[src/rtl/neo_z80_pkg.sv]
// Shared constants for the Z80 sound-side I/O controller: I/O port numbers,
// memory region bases and the layout of the ROM bank registers.
package neo_z80_pkg;

  localparam logic [7:0] P_CODE    = 8'h00;
  localparam logic [7:0] P_YM      = 8'h04;
  localparam logic [7:0] P_NMI_EN  = 8'h08;
  localparam logic [7:0] P_BANK    = 8'h08;
  localparam logic [7:0] P_REPLY   = 8'h0C;
  localparam logic [7:0] P_NMI_DIS = 8'h18;

  localparam logic [15:0] R_BANK16K = 16'h8000;
  localparam logic [15:0] R_BANK8K  = 16'hC000;
  localparam logic [15:0] R_BANK4K  = 16'hE000;
  localparam logic [15:0] R_BANK2K  = 16'hF000;
  localparam logic [15:0] R_RAM     = 16'hF800;

  localparam int B2K_W  = 8;
  localparam int B4K_W  = 7;
  localparam int B8K_W  = 6;
  localparam int B16K_W = 5;

  typedef struct packed {
    logic [B2K_W-1:0]  b2k;
    logic [B4K_W-1:0]  b4k;
    logic [B8K_W-1:0]  b8k;
    logic [B16K_W-1:0] b16k;
  } bank_regs_t;

  // Four-port group match (e.g. 04-07 or 08-0B) against a group base.
  function automatic logic in_group(input logic [7:0] port, input logic [7:0] base);
    return (port & 8'hFC) == base;
  endfunction

endpackage

[src/rtl/z80_bank_map.sv]
// Combinational Z80 memory map: fixed 32 KB ROM window, four banked ROM
// windows of decreasing size, and the 2 KB work RAM at the top.
module z80_bank_map
  import neo_z80_pkg::*;
#(
  parameter int ROM_AW = 19
) (
  input  logic [15:0]       sda_i,
  input  logic              mem_rd_i,
  input  logic              mem_wr_i,
  input  bank_regs_t        banks_i,
  output logic [ROM_AW-1:0] rom_addr_o,
  output logic              nrom_cs_o,
  output logic              nram_cs_o
);

  logic [18:0] addr19;
  logic        in_ram;

  always_comb begin
    addr19 = {4'b0000, sda_i[14:0]};
    in_ram = 1'b0;
    casez (sda_i[15:11])
      5'b0????: addr19 = {4'b0000, sda_i[14:0]};
      5'b10???: addr19 = {banks_i.b16k, sda_i[13:0]};
      5'b110??: addr19 = {banks_i.b8k, sda_i[12:0]};
      5'b1110?: addr19 = {banks_i.b4k, sda_i[11:0]};
      5'b11110: addr19 = {banks_i.b2k, sda_i[10:0]};
      default:  in_ram = 1'b1;
    endcase
  end

  assign rom_addr_o = ROM_AW'(addr19);
  // ROM is read-only: a write cycle into ROM space never selects it.
  assign nrom_cs_o  = ~(mem_rd_i & ~in_ram);
  assign nram_cs_o  = ~((mem_rd_i | mem_wr_i) & in_ram);

endmodule

[src/rtl/z80_io_ctrl.sv]
// Z80 sound-CPU glue: memory/ROM bank decode, YM2610 select, I/O read mux,
// 68k<->Z80 command/reply latches and the NMI used to announce new commands.
module z80_io_ctrl
  import neo_z80_pkg::*;
#(
  parameter int          ROM_AW    = 19,
  parameter logic [31:0] BANK_RST  = 32'h1E0E0602,
  parameter logic [7:0]  REPLY_RST = 8'h00
) (
  input  logic              CLK_4M,
  input  logic              RESET,
  input  logic [15:0]       SDA,
  input  logic [7:0]        SDD_WR,
  output logic [7:0]        SDD_RD,
  output logic              SDD_OE,
  input  logic              nIORQ,
  input  logic              nMREQ,
  input  logic              nRD,
  input  logic              nWR,
  input  logic [7:0]        YM_DOUT,
  output logic              nYM_CS,
  output logic [1:0]        YM_A,
  output logic              nROM_CS,
  output logic [ROM_AW-1:0] ROM_ADDR,
  output logic              nRAM_CS,
  input  logic [7:0]        CODE_IN,
  input  logic              CODE_WR,
  output logic [7:0]        REPLY_OUT,
  output logic              nNMI
);

  localparam bank_regs_t BANKS_INIT = '{
    b2k:  BANK_RST[31:24],
    b4k:  BANK_RST[22:16],
    b8k:  BANK_RST[13:8],
    b16k: BANK_RST[4:0]
  };

  logic [7:0] port;
  logic       io_rd_n, io_wr_n, io_cyc;
  logic       rd_edge, wr_edge;
  logic       mem_rd, mem_wr;

  bank_regs_t banks_q, banks_d;
  logic [7:0] code_q, code_d;
  logic [7:0] reply_q, reply_d;
  logic       pend_q, pend_d;
  logic       en_q, en_d;
  logic       nmi_n_q, nmi_n_d;
  logic       rd_prev_q, wr_prev_q;

  assign port    = SDA[7:0];
  assign io_rd_n = nIORQ | nRD;
  assign io_wr_n = nIORQ | nWR;
  assign io_cyc  = ~io_rd_n | ~io_wr_n;
  // Side effects fire only on the first active edge of a strobe.
  assign rd_edge = ~io_rd_n & rd_prev_q;
  assign wr_edge = ~io_wr_n & wr_prev_q;

  assign mem_rd  = ~nMREQ & ~nRD & ~RESET;
  assign mem_wr  = ~nMREQ & ~nWR & ~RESET;

  z80_bank_map #(
    .ROM_AW (ROM_AW)
  ) u_bank_map (
    .sda_i      (SDA),
    .mem_rd_i   (mem_rd),
    .mem_wr_i   (mem_wr),
    .banks_i    (banks_q),
    .rom_addr_o (ROM_ADDR),
    .nrom_cs_o  (nROM_CS),
    .nram_cs_o  (nRAM_CS)
  );

  assign YM_A   = SDA[1:0];
  assign nYM_CS = ~(io_cyc & in_group(port, P_YM) & ~RESET);
  assign SDD_OE = ~io_rd_n & ~RESET;

  always_comb begin
    SDD_RD = 8'hFF;
    if (SDD_OE) begin
      if (port == P_CODE)           SDD_RD = code_q;
      else if (in_group(port, P_YM)) SDD_RD = YM_DOUT;
    end
  end

  always_comb begin
    banks_d = banks_q;
    code_d  = code_q;
    reply_d = reply_q;
    pend_d  = pend_q;
    en_d    = en_q;
    nmi_n_d = ~(pend_q & en_q);

    if (rd_edge) begin
      if (port == P_CODE) pend_d = 1'b0;
      if (in_group(port, P_BANK)) begin
        case (port[1:0])
          2'd0:    banks_d.b2k  = SDA[15:8];
          2'd1:    banks_d.b4k  = SDA[14:8];
          2'd2:    banks_d.b8k  = SDA[13:8];
          default: banks_d.b16k = SDA[12:8];
        endcase
      end
    end

    if (wr_edge) begin
      if (port == P_NMI_EN)  en_d    = 1'b1;
      if (port == P_NMI_DIS) en_d    = 1'b0;
      if (port == P_REPLY)   reply_d = SDD_WR;
    end

    // A new command wins over a simultaneous acknowledge read.
    if (CODE_WR) begin
      code_d = CODE_IN;
      pend_d = 1'b1;
    end
  end

  always_ff @(posedge CLK_4M or posedge RESET) begin
    if (RESET) begin
      banks_q   <= BANKS_INIT;
      code_q    <= 8'h00;
      reply_q   <= REPLY_RST;
      pend_q    <= 1'b0;
      en_q      <= 1'b0;
      nmi_n_q   <= 1'b1;
      rd_prev_q <= 1'b1;
      wr_prev_q <= 1'b1;
    end else begin
      banks_q   <= banks_d;
      code_q    <= code_d;
      reply_q   <= reply_d;
      pend_q    <= pend_d;
      en_q      <= en_d;
      nmi_n_q   <= nmi_n_d;
      rd_prev_q <= io_rd_n;
      wr_prev_q <= io_wr_n;
    end
  end

  assign REPLY_OUT = reply_q;
  assign nNMI      = nmi_n_q;

endmodule

[config.mk]
export PLATFORM = sky130hd
export DESIGN_NAME = z80_io_ctrl
export DESIGN_NICKNAME = d
export VERILOG_FILES = /design/src/rtl/neo_z80_pkg.sv /design/src/rtl/z80_bank_map.sv /design/src/rtl/z80_io_ctrl.sv
export SDC_FILE = /design/constraint.sdc
export NUM_CORES = 1
export LEC_CHECK = 0
export ABC_AREA = 1
export BUFFER_PORTS_ARGS = -buffer_cell sky130_fd_sc_hd__buf_2
export CORE_MARGIN = 2
export CORE_UTILIZATION = 45
export CTS_BUF_LIST = sky130_fd_sc_hd__clkbuf_4 sky130_fd_sc_hd__clkbuf_8 sky130_fd_sc_hd__clkbuf_16
export CTS_CLUSTER_DIAMETER = 50
export DETAILED_ROUTE_END_ITERATION = 8
export GPL_ROUTABILITY_DRIVEN = 0
export PLACE_DENSITY = 0.81
export SYNTH_ARGS = -nofsm -noshare
export SYNTH_HDL_FRONTEND = slang
export SYNTH_SLANG_ARGS = --single-unit
[constraint.sdc]
create_clock -name CLK_4M -period 2.7 [get_ports CLK_4M]
set_clock_uncertainty 0.1 [all_clocks]
set_input_delay 0.405 -clock CLK_4M [delete_from_list [all_inputs] [get_ports CLK_4M]]
set_output_delay 0.405 -clock CLK_4M [all_outputs]
set_load 0.1 [all_outputs]
==> results of run 1 <==
## worst max-delay path, delay by kind of cell
kind,cells,cell delay [ns]
buffers and inverters,4,0.85
and+or+nand+nor,4,0.46
## flip-flops by register name (all words and copies together), names as in the netlist
register,cells
rd_prev_q,1
code_q,8
en_q,1
REPLY_OUT,8
wr_prev_q,1
nNMI,1
banks_q,26
pend_q,1
## cell type report
class,instances,area (um2)
Sequential cell,47,1192
Clock inverter,2,12.51
Timing Repair Buffer,90,455.4
Multi-Input combinational cell,237,1090
Fill cell,557,2421
Tap cell,72,90.09
Inverter,36,135.1
Clock buffer,6,76.32
## Yosys cell counts
cell type  count
buf_6          2
o21ai_1       13
dfrtp_1       34
a21oi_1        3
clkinv_1       2
buf_2          2
nand2_1      134
nand3_1       33
o21ai_2        8
inv_1         33
nand3b_1       4
nor2_1        19
nor2_2         4
nand2_4        1
nor2_8         1
nand2_2        5
nor3_1         2
buf_4         13
inv_2          1
nor2_4         2
o21ai_0        8
dfstp_2       13
## metrics by stage
step           hold WS [ns]  std cells  instance area, um2  power (mW)
6_report            0.07757        490                3052       1.475
4_1_cts             0.09712        490                3052       1.488
3_3_place_gp         0.2859        482                2963       1.060
3_5_place_dp         0.2899        482                2963       1.066
2_1_floorplan        0.2712        337                2547      0.9973
5_1_grt              0.1250        490                3052       1.539
## routing by layer
metal  track usage  vias to the layer above  part of all wire  wire length [um]
li1              -                     1197                 -                 -
met1        0.2607                     1063              0.46              2621
met2        0.3076                       64              0.47              2677
met3       0.04318                        6             0.060               345
met4       0.05345                        0             0.013                76
met5             0                        -                 0                 0
## logic make-up after synthesis
kind of cell / synth area share
AND/OR/NAND/NOR: 0.3506
buffers and inverters: 0.1045
flip-flops: 0.4699
AO/OA/AOI/OAI: 0.07495
## where the power goes
part	switching (mW)	leakage, nW	internal, mW
clock	0.233	0.0446	0.191
sequential	0.0124	0.584	0.732
combinational	0.243	1.06	0.0634
total	0.488	1.69	0.987
## worst paths after layout
check / cells past startpoint / end / start / slack [ns]
min in group CLK_4M: 3 / code_q[1]$_DFFE_PP0P_ / CODE_IN[1] / 0.20
setup / recovery: 8 / ROM_ADDR[16] / SDA[12] / 0.47
hold reg to reg: 1 / nNMI$_DFF_PP1_ / en_q$_DFFE_PP0P_ / 0.30
setup reg to reg: 5 / banks_q[23]$_DFFE_PP0P_ / rd_prev_q$_DFF_PP1_ / 1.22
hold / removal: 2 / code_q[4]$_DFFE_PP0P_ / RESET / 0.08
max in group asynchronous: 3 / banks_q[21]$_DFFE_PP1P_ / RESET / 1.75
==> results.md, run 1 <==
- Largest net degree at the start of global routing: 23
- Clock Latency Late Sink: 0.30 ns
- Die ar.: 6255 um2
- Commonest non-fill, non-tap cell in the layout: nand2_1
- DIE WIDTH: 79.09 um
- Worst Path Class, Setup: input port to output pin
- Mapped cell area: around 2500 um2
- Final Hold Fails: 0
- Max-slew violations: 0
- Vias: 2330
- Num CTS Buffers: 5
- Vias in the first global route: 2123
- Slew HR: 0.5220
- CP max-delay cell: buf_2
- First-pass GRT wire length: 9.425 mm
- Maximum clock path buffer count: 2
- Share of cells above drive strength 1: 0.3206
- Core area: about 5500 um2
- Largest stage delay, worst path: 0.42 ns
- Core Rows: 27
- Critical path required time: 2.19 ns
- Util after Layout: 0.5576
- Post-Synthesis Cells: 337
- Synthesized Nets: 384
- Remaining DRCs: 0
- Final setup fails: 0
- Max-cap violations: 0
- Max Fclk: 448.9 MHz
- # clock sinks: 47
- Worst slack, placed: 0.4745 ns
- Ys Warns: 0
- Register area share after synthesis: 0.4699
- Slew of the pin with the lowest slew margin: ~0.71 ns
- Initial antenna violation count: 0
- Leakage power: ~1.7 nW
- Share of the synthesized area in the top cell type: 0.3353
- Max IR drop VDD: 0.2733 mV
- 1st-pass router iterations: 4
- Routed WL: between 5 and 6 mm
- GRT overflow: 0
- Setup WS post-layout: 0.4722 ns
- Setup bufs post-CTS: 0
- Final min period: roughly 2.2 ns
- IO buf count: just under 90
- Area Growth Syn to Fin: 20.27%
- Dominant cell type by area after synthesis: dfrtp_1
- DR iter-0 viols: 109
- Die Y: 79.09 um
- IO Count: 89
- Hold-fix buffers, CTS: 0
- Mean Syn Cell Area: between 7 and 8 um2
- Top cells by area, synth: dfrtp_1, nand2_1, dfstp_2
- Status: complete, no violations
- Critical Path End Type: output pin
- Crit path max fanout: 7
- Worst Hold Class: input port to asynchronous set/reset pin
- Diodes inserted: 0
- CTS root buf: clkbuf_8
- Crit path launch type: input port
- Initial core utilization: 0.4636
- Most frequent cells in the layout: nand2_1, buf_2, dfrtp_1
- Cts repair resizes: 0
- RSZ-0062 raised after global routing: false
- Post-Route Setup TNS: 0 ns
- Flops & latches, synth: 47
- Power Dens Cells: 483.2 nW/um2
- Post-route clock period utilization: 0.8251
- CTS H-tree depth: 2
- Vias per cell: 4.755
- TritonCTS clock tree: built
- CP Data Arrival Time: 1.72 ns
- Detailed placement HPWL: 4.508 mm
- WL per Instance: 11.67 um
- Worst-path clk slew: 0.09 ns
- Critical Path, Cell by Cell: buf_2, inv_1, nor2_1, nand3_1, inv_1, nand2_1, nand3b_1, buf_2
- NumNets Final: 464
- Unique cell type count in the Yosys netlist: 22
- ANT nets after route: 0
- Total GRT Usage: 0.1913
Note: power is estimated with default switching activity, not from simulation.
==> inputs of run 2 (changes only) <==
Settings changed: ABC_AREA 1 to 0, PLACE_DENSITY 0.81 to 0.84.
Clock period 2.7 ns to 2 ns, I/O delays scaled along.
==> run 2 against run 1 <==
  * Via count fell by 14%
  * Non-clock buffer count rose by 10
  * Critical path depth fell by 2
  * Synthesized area fell by 2.1%
  * Worst setup slack got worse by 0.47 ns
  * Routed wire length rose by 3.8%
  * Combinational power rose by 62%
  * Global-route usage rose by 1.1 points
  * Sequential power rose by 36%
  * Synthesized cell count fell by 36%
==> results.md, run 2 <==
- Flops & latches, synth: 47
- FF-to-FF path depth: 3
- Mapped cell area: 2484 um2
- Dpl cells: 360
- Post-synth EDFFs: 0
- CP Data Arrival Time: between 1.5 and 2 ns
- Hold-fix buffers, CTS: 0
- Post-Route Setup TNS: 0 ns
- Ys async rst share: 1.000
- Post-Synthesis Cells: about 220
- Leakage power: 1.591 nW
- Slew HR: 0.6171
- Share of cells above drive strength 1: 0.6342
- Detailed placement HPWL: 4.296 mm
- IO Count: 89
- Max Used Layer: met4
- Non-Filler Instances: 370
- Area Growth Syn to Fin: 39.29%
- Status: complete, no violations
- Max-slew violations: 0
- Final Hold Fails: 0
- Final min period: 1.994 ns
- Routed met2 length: between 3 and 4 mm
- Die Y: 78.29 um
- Mean Syn Cell Area: 11.55 um2
- Total Power: 2.141 mW
- Clock Latency Late Sink: 0.30 ns
- Register area share after synthesis: 0.4801
- Unique cell type count in the Yosys netlist: 37
- Critical path required time: 1.60 ns
- Core area: 5405 um2
- Slew of the pin with the lowest slew margin: 0.5743 ns
- Crit path max fanout: 8
- Vias in the first global route: a little over 2000
- Core Rows: 27
- Crit path capture: SDD_RD[2]
- Remaining DRCs: 0
- Critical R2R Launch: rd_prev_q$_DFF_PP1_
- R2R Path End: banks_q[4]$_DFFE_PP0P_
- Register-to-register setup slack: 0.10 ns
- Worst Path Class, Setup: input port to output pin
- Detail Route met3 WL: ~260 um
- Most frequent cells in the layout: buf_2, mux2_2, dfrtp_1
- Worst-path clk slew: around 0.08 ns
- Critical Path End Type: output pin
- Met1 wire length: approximately 2.5 mm
- Routed WL: 5.936 mm
- Hold slack: 0.1284 ns
- Prevailing post-synth register cell: dfrtp_1
- CTS H-tree depth: 2
- Die ar.: 6129 um2
- TritonCTS clock tree: built
- Max IR drop VDD: roughly 0.38 mV
- Initial antenna violation count: 0
- Util after Layout: 0.6400
- Commonest non-fill, non-tap cell in the layout: buf_2
- CTS root buf: clkbuf_8
- Total GRT Usage: 0.2023
- Vias: between 1500 and 2000
- First-pass GRT wire length: ~9.7 mm
- Share of the synthesized area in the top cell type: 0.3426
- Fillcell total: 419
- ANT nets after route: 0
- Ys Warns: 0
- Register area: 1192 um2
- Diodes inserted: 0
- DIE WIDTH: 78.29 um
- Dominant cell type by area after synthesis: dfrtp_1
- Max FFs per register: 26
- NumNets Final: 344
- 1st-pass router iterations: 4
- Most frequent cell after synthesis: mux2_2
- Worst Hold Class: input port to register
- Final setup fails: 0
- DR iter-0 viols: 133
- Initial core utilization: 0.4595
- IO buf count: slightly below 90
- Synthesized Nets: 262
- WL per Instance: ~16 um
- Post-route clock period utilization: 0.9971
- Maximum clock path buffer count: 2
- Largest net degree at the start of global routing: 48
- Vias per cell: 5.400
- Top cells by area, synth: dfrtp_1, mux2_2, dfstp_2
- Most flops, register: banks_q
- Max-cap violations: 0
- Num CTS Buffers: 5
- Critical Path Source: SDA[4]
- Multi-input combinational cell area: 1234 um2
- Power Dens Cells: 618.8 nW/um2
- Crit path launch type: input port
- RSZ-0062 raised after global routing: true
- GRT overflow: 0
- Max Fclk: between 500 and 600 MHz
- Synth top cells by count: mux2_2, dfrtp_1, nor2b_1, o21ai_0, buf_4
- # clock sinks: 47
==> run 2: cell types whose count changed in the layout (fill, tap and decap cells not counted), moves of 8 or more <==
| cell | change |
|---|---|
| nand2_1 | -129 |
| mux2_2 | +42 |
| inv_1 | -31 |
| nand3_1 | -31 |
| buf_2 | -22 |
| buf_12 | +17 |
| nor2_1 | -17 |
| nor2b_1 | +15 |
| o21ai_1 | -13 |
| nor3_1 | +9 |
| buf_4 | +8 |
==> run 2: final cells by class <==
class,instances,share of cell area
multi-input cells,141,0.3566
repair buffers,100,0.2394
flip-flops and latches,47,0.3447
well taps,72,0.02604
clock buffers,8,0.03002
inverters,2,0.003255
==> run 2: worst min path at each step <==
stage	cells past startpoint	to	start	slack (ns)
2_1_floorplan	1	REPLY_OUT[0]$_DFFE_PP0P_	RESET	0.22
3_3_place_gp	1	nNMI$_DFF_PP1_	en_q$_DFFE_PP0P_	0.29
3_5_place_dp	1	nNMI$_DFF_PP1_	en_q$_DFFE_PP0P_	0.31
4_1_cts	2	REPLY_OUT[3]$_DFFE_PP0P_	SDD_WR[3]	0.12
5_1_grt	2	REPLY_OUT[0]$_DFFE_PP0P_	SDD_WR[0]	0.11
6_report	2	REPLY_OUT[3]$_DFFE_PP0P_	SDD_WR[3]	0.13
==> run 2: worst max-delay path, stage by stage <==
cell and delay, ns:
buf_6 0.09, or4_4 0.55, nor4_4 0.21, buf_12 0.19, o21ai_4 0.07, buf_12 0.18
==> run 2: kinds of logic (layout without fill, tap and decap cells) <==
logic type             Yosys count  count (layout)  share of synthesized area
buffers and inverters           27             110                    0.06348
and+or+nand+nor                 65              65                     0.1819
AOI/OAI and AO/OA               34              34                    0.08413
DFF                             47              47                     0.4801
muxes                           42              42                     0.1904
==> run 2: per-layer routing <==
metal / track usage / vias to the layer above
met3: 0.04023 / 13
li1: - / 926
met1: 0.2496 / 1002
met5: 0 / -
met2: 0.3517 / 57
met4: 0.07368 / 0
==> run 2: what timing repair did <==
| item | CTS | global route |
|---|---|---|
| endpoints found under the setup margin | 8 | 9 |
| pin swaps | 2 | 1 |
| setup buffers | 1 | 1 |
| gates resized for setup | 19 | 12 |
| endpoints found under the hold margin | 0 | 0 |
==> run 2: report_power, final <==
group / internal [mW] / total, mW / leakage, nW / switching [mW]
clock network: 0.329 / 0.635 / 0.0549 / 0.306
registers: 0.991 / 1.01 / 0.585 / 0.0168
logic: 0.150 / 0.497 / 0.952 / 0.347
==> run 2: stage by stage <==
step                cell area (um2)  worst slack (ns)
finish                         3460          0.005783
CTS                            3403          0.002806
global placement               3227           -0.1747
global route                   3460          -0.02094
floorplan                      2582           -0.4748
detailed placement             3227           -0.2023
==> inputs of run 3 (changes only) <==
Settings changed: CELL_PAD_IN_SITES_DETAIL_PLACEMENT from default to 0, CELL_PAD_IN_SITES_GLOBAL_PLACEMENT from default to 1, CORE_UTILIZATION 45 to 34, PLACE_DENSITY 0.84 to 0.83.
==> run 3 against run 2 <==
  * Sequential power about the same
  * Global-route usage shrank 4.2 points
  * Sequential cell count did not move
  * Critical path depth unchanged
  * Final cell count rose by 8.1%
  * Clock-buffer cell count down 2
  * Fmax up 0.19%
  * Combinational power is essentially flat
  * Critical path type unchanged
  * Critical endpoint is now SDD_RD[5]
  * Highest routed layer unchanged
==> results.md, run 3 (same netlist as run 2, synthesis figures left out) <==
- Hold path start: SDD_WR[3]
- Max FFs per register: 26
- Clock Power Share: 0.326
- First-pass GRT wire length: 9.756 mm
- Largest net degree at the start of global routing: 48
- Core Rows: 31
- Slew HR: 0.6137
- Comb pwr share: 0.223
- Detailed placement HPWL: 4.480 mm
- Vias: 1957
- Register-to-register setup slack: around 0.22 ns
- Max IR drop VDD: 0.3140 mV
- Crit path max fanout: 8
- Multi-input combinational cell area: 1250 um2
- Total GRT Usage: 0.1601
- NumNets Final: around 350
- Final setup fails: 0
- Share of cells above drive strength 1: 0.6346
- Worst-path clk slew: 0.08 ns
- Commonest non-fill, non-tap cell in the layout: buf_2
- Worst Path Class, Setup: input port to output pin
- Pint: 1.552 mW
- Final Hold Fails: 0
- Max-cap violations: 0
- Core area: roughly 7200 um2
- GRT overflow: 0
- Worst Hold Depth: 2
- WL per Instance: 14.73 um
- RSZ-0062 raised after global routing: true
- Sequential Power Share: 0.452
- Max Fclk: around 500 MHz
- CTS root buf: clkbuf_8
- CP Data Arrival Time: 1.59 ns
- Most frequent cells in the layout: buf_2, mux2_2, dfrtp_1
- Critical path required time: 1.60 ns
- Most flops, register: banks_q
- Hold EP: REPLY_OUT[3]$_DFFE_PP0P_
- Register area: 1192 um2
- R2R Path End: banks_q[11]$_DFFE_PP0P_
- 1st-pass router iterations: 4
- Crit path launch type: input port
- TritonCTS clock tree: built
- DR iter-0 viols: between 80 and 90
- Area Growth Syn to Fin: 43.32%
- Worst Hold Class: input port to register
- DIE WIDTH: 89.47 um
- Net Sw Frac: 0.3047
- Maximum clock path buffer count: 2
- Post-Route Setup TNS: 0 ns
- Net switching power: 0.6800 mW
- Routed WL: between 5 and 6 mm
- ANT nets after route: 0
- # clock sinks: 47
- Diodes inserted: 0
- IO Count: 89
- Die Y: between 80 and 90 um
- IO buf count: 88
- Vias per cell: around 5
- FF-to-FF path depth: 4
- Final min period: around 2.0 ns
- Util after Layout: 0.4961
- Power Dens Cells: between 600 and 700 nW/um2
- Critical R2R Launch: rd_prev_q$_DFF_PP1_
- Remaining DRCs: 0
- Slew of the pin with the lowest slew margin: 0.5795 ns
- Num CTS Buffers: 5
- CTS H-tree depth: 2
- Post-route clock period utilization: 0.9952
- Die ar.: 8005 um2
- Fillcell total: 634
- Vias in the first global route: between 2000 and 2500
- Max-slew violations: 0
- Hold-fix buffers, CTS: 0
- Initial core utilization: 0.3461
- Critical Path End Type: output pin
- Initial antenna violation count: 0
- Leakage power: between 1.5 and 2 nW
- Status: complete, no violations
- Clock Latency Late Sink: about 0.29 ns
[run 3: stage by stage]
step / area [um2] / hold WS [ns] / setup slack (ns) / cells / power, mW
final: 3560 / 0.1270 / 0.009629 / 400 / 2.232
after global placement: 3283 / 0.2992 / -0.1618 / 392 / 1.513
after floorplan: 2582 / 0.2227 / -0.4748 / 215 / 1.380
after detailed placement: 3283 / 0.2970 / -0.1638 / 392 / 1.520
after global routing: 3560 / 0.1128 / -0.04958 / 400 / 2.329
after CTS: 3533 / 0.1151 / 0.005518 / 400 / 2.260
[run 3: critical path, stage by stage]
cell and delay (ns):
buf_6 0.09, or4_4 0.54, nor4_4 0.20, buf_12 0.20, o21ai_4 0.08, buf_12 0.17
[run 3: area by class of cell]
| type | count | area share |
|---|---|---|
| inverter | 2 | 0.003163 |
| timing repair buffer | 103 | 0.2418 |
| multi-input combinational | 141 | 0.3511 |
| clock inverter | 2 | 0.01090 |
| clock buffer | 6 | 0.02320 |
| tap | 99 | 0.03480 |
| sequential | 47 | 0.3350 |
[run 3: power groups by stage]
stage | Sequential (mW) | Combinational (mW) | Clock [mW]
final | 1.01 | 0.497 | 0.727
after global placement | 1.02 | 0.489 | 0
after global routing | 1.01 | 0.527 | 0.789
after floorplan | 1.06 | 0.323 | 0
after CTS | 1.01 | 0.499 | 0.753
after detailed placement | 1.03 | 0.494 | 0
[run 3: worst max-delay path by stage]
stage	start	endpoint	slack, ns	cells past startpoint
3_5_place_dp	SDA[5]	SDD_RD[1]	-0.16	6
4_1_cts	SDA[6]	SDD_RD[5]	0.006	6
2_1_floorplan	SDA[5]	SDD_RD[5]	-0.47	3
6_report	SDA[6]	SDD_RD[5]	0.01	6
5_1_grt	SDA[6]	SDD_RD[5]	-0.05	6
3_3_place_gp	SDA[5]	SDD_RD[5]	-0.16	6
[run 3: layer usage]
metal / vias up / track usage / wire (um)
met5: - / 0 / 0
met1: 955 / 0.1959 / 2467
li1: 936 / - / -
met4: 0 / 0.06242 / 101
met3: 7 / 0.03601 / 291
met2: 59 / 0.2741 / 3032
[run 3: repair_timing]
item	4_1_cts	5_1_grt
pin swaps	2	1
resized for setup	32	5
buffers inserted	0	0
setup endpoints to repair	8	9
